$ cat config.mk
export PLATFORM = sky130hd
export DESIGN_NAME = mem_port_arbiter
export DESIGN_NICKNAME = d
export VERILOG_FILES = /design/src/rtl/mem_port_arbiter.sv
export SDC_FILE = /design/constraint.sdc
export NUM_CORES = 1
export LEC_CHECK = 0
export ABC_AREA = 1
export BUFFER_PORTS_ARGS = -buffer_cell sky130_fd_sc_hd__buf_2
export CELL_PAD_IN_SITES_DETAIL_PLACEMENT = 0
export CELL_PAD_IN_SITES_GLOBAL_PLACEMENT = 2
export CORE_MARGIN = 8
export CORE_UTILIZATION = 26
export DETAILED_ROUTE_END_ITERATION = 8
export PLACE_DENSITY = 0.8
export SYNTH_ARGS = -nofsm -noshare
export SYNTH_HDL_FRONTEND = slang
export SYNTH_SLANG_ARGS = --single-unit
$ cat constraint.sdc
create_clock -name clk -period 1.8 [get_ports clk]
set_input_delay 0.09 -clock clk [delete_from_list [all_inputs] [get_ports clk]]
set_output_delay 0.09 -clock clk [all_outputs]
set_load 0.02 [all_outputs]
$ cat src/rtl/mem_port_arbiter.sv
// rtl/mem_port_arbiter.sv - fetch/data arbiter in front of one shared single-ported memory
// Define ARB_PERF_CNT_EN to add the perf_i_gnt / perf_d_gnt / perf_conflict counters.
module mem_port_arbiter #(
   parameter int ADDR_W       = 32,
   parameter int DATA_W       = 32,
   parameter int STARVE_LIMIT = 4
) (
   input  logic                clk,
   input  logic                rst_n,
   input  logic                i_req,
   input  logic [ADDR_W-1:0]   i_addr,
   output logic                i_gnt,
   output logic                i_rvalid,
   output logic [DATA_W-1:0]   i_rdata,
   input  logic                d_req,
   input  logic                d_we,
   input  logic [ADDR_W-1:0]   d_addr,
   input  logic [DATA_W-1:0]   d_wdata,
   input  logic [DATA_W/8-1:0] d_be,
   output logic                d_gnt,
   output logic                d_rvalid,
   output logic [DATA_W-1:0]   d_rdata,
   output logic                mem_req,
   output logic                mem_we,
   output logic [ADDR_W-1:0]   mem_addr,
   output logic [DATA_W-1:0]   mem_wdata,
   output logic [DATA_W/8-1:0] mem_be,
   input  logic                mem_gnt,
   input  logic                mem_rvalid,
   input  logic [DATA_W-1:0]   mem_rdata,
   output logic                err_spur
`ifdef ARB_PERF_CNT_EN
   ,
   output logic [31:0]         perf_i_gnt,
   output logic [31:0]         perf_d_gnt,
   output logic [31:0]         perf_conflict
`endif
);

   localparam int BE_W = DATA_W / 8;
   localparam int SW   = $clog2(STARVE_LIMIT + 1);
   localparam logic [SW-1:0] LIMIT = SW'(STARVE_LIMIT);

   typedef enum logic [1:0] {IDLE, ISSUE, RESP} state_t;

   state_t            state_q, state_d;
   logic [SW-1:0]     starve_cnt_q, starve_cnt_d;
   logic              owner_d_q, owner_d_d;
   logic              mem_req_q, mem_req_d;
   logic              mem_we_q, mem_we_d;
   logic [ADDR_W-1:0] mem_addr_q, mem_addr_d;
   logic [DATA_W-1:0] mem_wdata_q, mem_wdata_d;
   logic [BE_W-1:0]   mem_be_q, mem_be_d;
   logic              i_rvalid_q, i_rvalid_d;
   logic              d_rvalid_q, d_rvalid_d;
   logic [DATA_W-1:0] i_rdata_q, i_rdata_d;
   logic [DATA_W-1:0] d_rdata_q, d_rdata_d;
   logic              err_spur_q, err_spur_d;
   logic              d_win, i_win;

   // Data wins unless fetch has been passed over STARVE_LIMIT times in a row.
   always_comb begin
      d_win = (state_q == IDLE) && d_req && !(i_req && (starve_cnt_q == LIMIT));
      i_win = (state_q == IDLE) && i_req && !d_win;
   end

   assign i_gnt = i_win;
   assign d_gnt = d_win;

   always_comb begin
      state_d      = state_q;
      starve_cnt_d = starve_cnt_q;
      owner_d_d    = owner_d_q;
      mem_req_d    = mem_req_q;
      mem_we_d     = mem_we_q;
      mem_addr_d   = mem_addr_q;
      mem_wdata_d  = mem_wdata_q;
      mem_be_d     = mem_be_q;
      i_rvalid_d   = 1'b0;
      d_rvalid_d   = 1'b0;
      i_rdata_d    = i_rdata_q;
      d_rdata_d    = d_rdata_q;
      err_spur_d   = err_spur_q;
      case (state_q)
         IDLE: begin
            if (mem_rvalid) err_spur_d = 1'b1;
            if (d_win) begin
               owner_d_d   = 1'b1;
               mem_req_d   = 1'b1;
               mem_we_d    = d_we;
               mem_addr_d  = d_addr;
               mem_wdata_d = d_wdata;
               mem_be_d    = d_be;
               state_d     = ISSUE;
               if (!i_req) starve_cnt_d = '0;
               else if (starve_cnt_q != LIMIT) starve_cnt_d = starve_cnt_q + SW'(1);
            end else if (i_win) begin
               owner_d_d    = 1'b0;
               mem_req_d    = 1'b1;
               mem_we_d     = 1'b0;
               mem_addr_d   = i_addr;
               mem_wdata_d  = '0;
               mem_be_d     = '1;
               starve_cnt_d = '0;
               state_d      = ISSUE;
            end
         end
         ISSUE: begin
            // A response overlapping the handshake cannot belong to this request.
            if (mem_rvalid) err_spur_d = 1'b1;
            if (mem_gnt) begin
               mem_req_d = 1'b0;
               state_d   = RESP;
            end
         end
         RESP: begin
            if (mem_rvalid) begin
               if (owner_d_q) begin
                  d_rvalid_d = 1'b1;
                  d_rdata_d  = mem_we_q ? '0 : mem_rdata;
               end else begin
                  i_rvalid_d = 1'b1;
                  i_rdata_d  = mem_rdata;
               end
               state_d = IDLE;
            end
         end
         default: state_d = IDLE;
      endcase
   end

   always_ff @(posedge clk or negedge rst_n) begin
      if (!rst_n) begin
         state_q      <= IDLE;
         starve_cnt_q <= '0;
         owner_d_q    <= 1'b1;
         mem_req_q    <= 1'b0;
         mem_we_q     <= 1'b0;
         mem_addr_q   <= '0;
         mem_wdata_q  <= '0;
         mem_be_q     <= '0;
         i_rvalid_q   <= 1'b0;
         d_rvalid_q   <= 1'b0;
         i_rdata_q    <= '0;
         d_rdata_q    <= '0;
         err_spur_q   <= 1'b0;
      end else begin
         state_q      <= state_d;
         starve_cnt_q <= starve_cnt_d;
         owner_d_q    <= owner_d_d;
         mem_req_q    <= mem_req_d;
         mem_we_q     <= mem_we_d;
         mem_addr_q   <= mem_addr_d;
         mem_wdata_q  <= mem_wdata_d;
         mem_be_q     <= mem_be_d;
         i_rvalid_q   <= i_rvalid_d;
         d_rvalid_q   <= d_rvalid_d;
         i_rdata_q    <= i_rdata_d;
         d_rdata_q    <= d_rdata_d;
         err_spur_q   <= err_spur_d;
      end
   end

   assign mem_req   = mem_req_q;
   assign mem_we    = mem_we_q;
   assign mem_addr  = mem_addr_q;
   assign mem_wdata = mem_wdata_q;
   assign mem_be    = mem_be_q;
   assign i_rvalid  = i_rvalid_q;
   assign d_rvalid  = d_rvalid_q;
   assign i_rdata   = i_rdata_q;
   assign d_rdata   = d_rdata_q;
   assign err_spur  = err_spur_q;

`ifdef ARB_PERF_CNT_EN
   logic [31:0] perf_i_gnt_q, perf_i_gnt_d;
   logic [31:0] perf_d_gnt_q, perf_d_gnt_d;
   logic [31:0] perf_conflict_q, perf_conflict_d;

   always_comb begin
      perf_i_gnt_d    = perf_i_gnt_q + (i_win ? 32'd1 : 32'd0);
      perf_d_gnt_d    = perf_d_gnt_q + (d_win ? 32'd1 : 32'd0);
      perf_conflict_d = perf_conflict_q +
                        ((state_q == IDLE) && i_req && d_req ? 32'd1 : 32'd0);
   end

   always_ff @(posedge clk or negedge rst_n) begin
      if (!rst_n) begin
         perf_i_gnt_q    <= '0;
         perf_d_gnt_q    <= '0;
         perf_conflict_q <= '0;
      end else begin
         perf_i_gnt_q    <= perf_i_gnt_d;
         perf_d_gnt_q    <= perf_d_gnt_d;
         perf_conflict_q <= perf_conflict_d;
      end
   end

   assign perf_i_gnt    = perf_i_gnt_q;
   assign perf_d_gnt    = perf_d_gnt_q;
   assign perf_conflict = perf_conflict_q;
`endif

endmodule

# == After elaboration in Yosys (flattened, before gate mapping) ==
# Cells that the tools add are included.
# totals
ff_bits,143
latchBits,0
ramBits,0
mem_bits_ro,0
output_inout_bits,139
n_memories,0
# classes
n_addsub,1
mul,0
n_div,0
n_lt_le_gt_ge,0
n_eq_ne,8
n_shift,0
mux,29
n_bitwise,1
n_reduce_logical,18
# ops
op,count
$mux W32,5
$reduce_and A3 Y1,5
$mux W1,12
$mux W3,4
$mux W2,4
$mux W4,2
$ne A3 B3 Y1 const B,2
$pmux W2 S3,1
$logic_and A1 B1 Y1,5
$ne A2 B2 Y1 const B,2
$reduce_and A2 Y1,2
$reduce_bool A2 Y1,2
$add A3 B1 Y3 const B,1
$eq A3 B3 Y1 const B,1
$ne A3 B2 Y1 const B,1
$eq A2 B1 Y1 const B,1
$eq A2 B2 Y1 const B,1
$logic_not A1 Y1,2
$logic_not A2 Y1,1
$pmux W1 S2,1
$reduce_or A2 Y1,1
$not A1 Y1,1

# == Logic depth before layout (Yosys ltp) ==
# logic_depth
word_depth,9
ltp_mapped,8

# == Least setup slack after synthesis ==
# No wires, ideal clock.
# synth_path
path_kind,reg2out
startpoint,register starve_cnt_q[0]
endpoint,output port i_gnt
t_arrival_ps,1380
required_time_ps,1710
path_slack_ps,330
path_stages_with_launch,8
n_path_buf,1
path_cell_list,dfrtp_1 -> inv_1 -> ha_1 -> nand3_2 -> nand3_2 -> inv_2 -> buf_2 -> nor2_1
# synth_between
elab_chain_cells,6
# synth_rtl
element,line_no,source
"start, declared",47,"logic [SW-1:0] starve_cnt_q, starve_cnt_d;"
"start signal, assigned",149,starve_cnt_q <= starve_cnt_d;
$eq A3 B3 Y1,63,d_win = (state_q == IDLE) && d_req && !(i_req && (starve_cnt_q == LIMIT));
$logic_and A1 B1 Y1,63,
$logic_not A1 Y1,63,
$logic_and A1 B1 Y1,63,
via d_gnt,20,"output logic d_gnt,"
$logic_not A1 Y1,64,i_win = (state_q == IDLE) && i_req && !d_win;
$logic_and A1 B1 Y1,64,
"end, declared",12,"output logic i_gnt,"
# The timed path passes the listed nets, and every way through them passes these cells.

# == Final worst setup path ==
# layout_path
startpoint,register starve_cnt_q[0]
endpoint,output port i_gnt
# layout_between
elab_chain_cells,6
# layout_rtl
element,line_no
$eq A3 B3 Y1,63
$logic_and A1 B1 Y1,63
$logic_not A1 Y1,63
$logic_and A1 B1 Y1,63
$logic_not A1 Y1,64
$logic_and A1 B1 Y1,64
# Every way passes these cells.

==> impl_metrics.yaml <==
sta:
  final_hold_viol_count: 0
  rsz0062_at_grt: "no"
  fmax_mhz: 598
  tightest_slew_ns: 0.451
  finalSetupViolCount: 0
  fin_setup_tns_ns: 0
  slew_headroom_pct: 69.8
  min_period_ns: 1.67
  slew_violations: 0
  fin_crit_sh_pct: 93.0
  fin_skew_ns: 0.0226
global_route:
  antenna_found_initial: 0
  grt_pass1_vias: 6406
  grt_max_degree: 66
  grt_pass1_wl_mm: 35.6
  grtUsageTotal_pct: 15.9
  globalRouteOverflowTotal: 0
cts:
  clockRootBuffer: "clkbuf_16"
  clkSinkCount: 143
  cts_tree: "built"
  path_clk_slew_ns: 0.06
  cts_max_level: 4
  insertion_delay_ns: 0.43
  clk_path_buf_depth: 2
  numCtsBuffers: 17
critical_path:
  worst_ep_arrival_time_ns: 1.58
  reg2reg_slack_ns: 0.33
  timing.rr.end: "mem_addr[25]"
  end_kind: "primary output"
  required_ns: 1.71
  start_kind: "flop"
  reg2regPathDepth: 6
  critPathLaunch: "starve_cnt_q[0]"
  crit_path_max_fanout: 7
  worst-setup-path-type: "flop to primary output"
  worstReg2RegStart: "starve_cnt_q[0]"
logic_synthesis:
  yosys_register_bits: 143
  synth_edf_count: 0
  async_flop_share_pct: 100
  synth_top_cell_by_area: "dfrtp_1"
  yosysSeqAreaShare_pct: 60.4
  synthTopCellsByCount: "242 x nand2_1, 142 x dfrtp_1, 97 x nand3_1"
  synth_top_cell_area_share_pct: 59.9
  avgSynthCellArea_sq_um: 8.96
  ys_warn_count: 0
  synth_ff_type: "dfrtp_1"
  synth.most_common_cell: "nand2_1"
  synthTopCellsByArea: "dfrtp_1 60%, nand2_1 15%, nand3_1 8.2%, nand4_1 3.4%, inv_1 2.9%"
  synthCells: 662
  synthesis.area_sq_um: 5930
  synth_cell_types: 21
  synth_fp_nets: 803
route:
  first_pass_iters: 4
  vias_per_cell: 4.44
  routedWlPerCell_um: 16.1
  wirelength_mm: 22.1
  drc: 0
  drt_first_iter_violations: 355
  num_vias: 6088
  ant_nets: 0
power_and_ir_drop:
  p_leak_nw: 5.11
  powerDensity_nw_per_um2: 1640
  irDropWorstVdd_mv: 0.661
  power_mw: 15.9
finish:
  drive_above_1_share_pct: 31.5
  areaGrowthSynthToFinish_pct: 62.8
  fin_nets: 1216
  instances_no_fill: 1371
  diodes: 0
place:
  dp.cells: 1200
  io_buffers: 277
  dp_hpwl_mm: 15.2
  place_congestion: 0.768
hold_path:
  hold_class: "input pin to async pin"
floorplanning:
  rows: 55
  dieArea_sq_um: 27900
  dieWidth_um: 167
  io_pins: 278
  start_util_pct: 26.3
  core_sq_um: 22500
  die_h_um: 167
outcome:
  outcome: "finished, final reports clean"
run:
  maxCapViolations: 0
==> layout make-up <==
| class | count | area [sq um] |
|---|---|---|
| repair buffers | 438 | 3050 |
| clock inverters | 12 | 114 |
| fillers | 2235 | 12800 |
| well taps | 285 | 357 |
| inverters | 50 | 193 |
| clock buffers | 18 | 429 |
| flip-flops and latches | 143 | 3580 |
| multi-input cells | 425 | 1940 |
==> power breakdown <==
group / internal (mW) / switching, mW / total, mW
Combinational: 2.46 / 4.60 / 7.06
Clock: 1.90 / 1.46 / 3.35
Sequential: 4.67 / 0.789 / 5.46
==> stage by stage <==
stage / worst slack [ns] / hold slack, ns / utilization [%] / cell area (sq um)
2_1_floorplan: 0.330 / -0.206 / - / 5930
3_3_place_gp: 0.328 / -0.0938 / 34.2 / 7700
3_5_place_dp: 0.306 / -0.0946 / 34.2 / 7700
4_1_cts: 0.0512 / 0.0232 / 42.7 / 9610
5_1_grt: 0.0106 / 0.0266 / 42.9 / 9660
6_report: 0.126 / 0.0316 / 42.9 / 9660
==> flip-flops by register name (all words and copies together) (netlist names) <==
signal,flops
mem_req,1
state_q,2
d_rdata,32
err_spur,1
mem_wdata,32
i_rdata,32
starve_cnt_q,3
owner_d_q,1
i_rvalid,1
mem_be,4
mem_addr,32
mem_we,1
d_rvalid,1
==> critical path, cell delays in order, from the launching register on <==
cell and delay, ns:
dfrtp_1 0.40, inv_1 0.08, ha_1 0.16, nand3_2 0.10, nand3_4 0.10, clkinv_4 0.08, nor2_1 0.09, buf_4 0.15
==> cells in the final DEF (no fill, tap or decap), types with 2 or more instances in the layout <==
cell,count
dlygate4sd3_1,137
buf_12,8
dfrtp_1,142
nand4_1,32
nand3_2,2
nand2_1,242
o21ai_0,28
clkinv_4,3
inv_6,3
inv_2,3
o21ai_1,14
nand3_1,97
clkinv_2,2
buf_4,17
inv_1,46
buf_2,275
clkinvlp_4,4
clkbuf_16,17
ha_1,2
==> worst max-delay path by stage <==
stage                            to  slack, ns  cells past startpoint
floorplan                     i_gnt       0.33                      7
global placement    starve_cnt_q[2]       0.33                      8
detailed placement  starve_cnt_q[2]       0.31                      6
CTS                           i_gnt       0.05                      7
global route                  i_gnt       0.01                      7
finish                        i_gnt       0.13                      7
==> logic make-up (layout without fill, tap and decap cells) <==
kind of cell	Yosys count	count (layout)	share of synthesized area, %
AO/OA/AOI/OAI	44	44	3.76
XOR/XNOR	1	1	0.148
adder cells (fa/ha/maj)	2	2	0.422
buffers and inverters	94	518	7.39
flip-flops	143	143	60.4
AND/OR/NAND/NOR	378	378	27.9
==> timing repair <==
item	4_1_cts	5_1_grt
setup buffers	0	4
hold buffers	137	0
cloned	0	0
hold endpoints to repair	282	0
setup endpoints to repair	2	2
gates resized for setup	1	4
==> layer usage <==
metal  routed length (um)  track usage [%]
met4                  272             4.74
met5                    0                0
met1                 9920             20.2
met3                 2180             6.60
met2                 9770             24.2
Power figures use the tool's default switching activity.
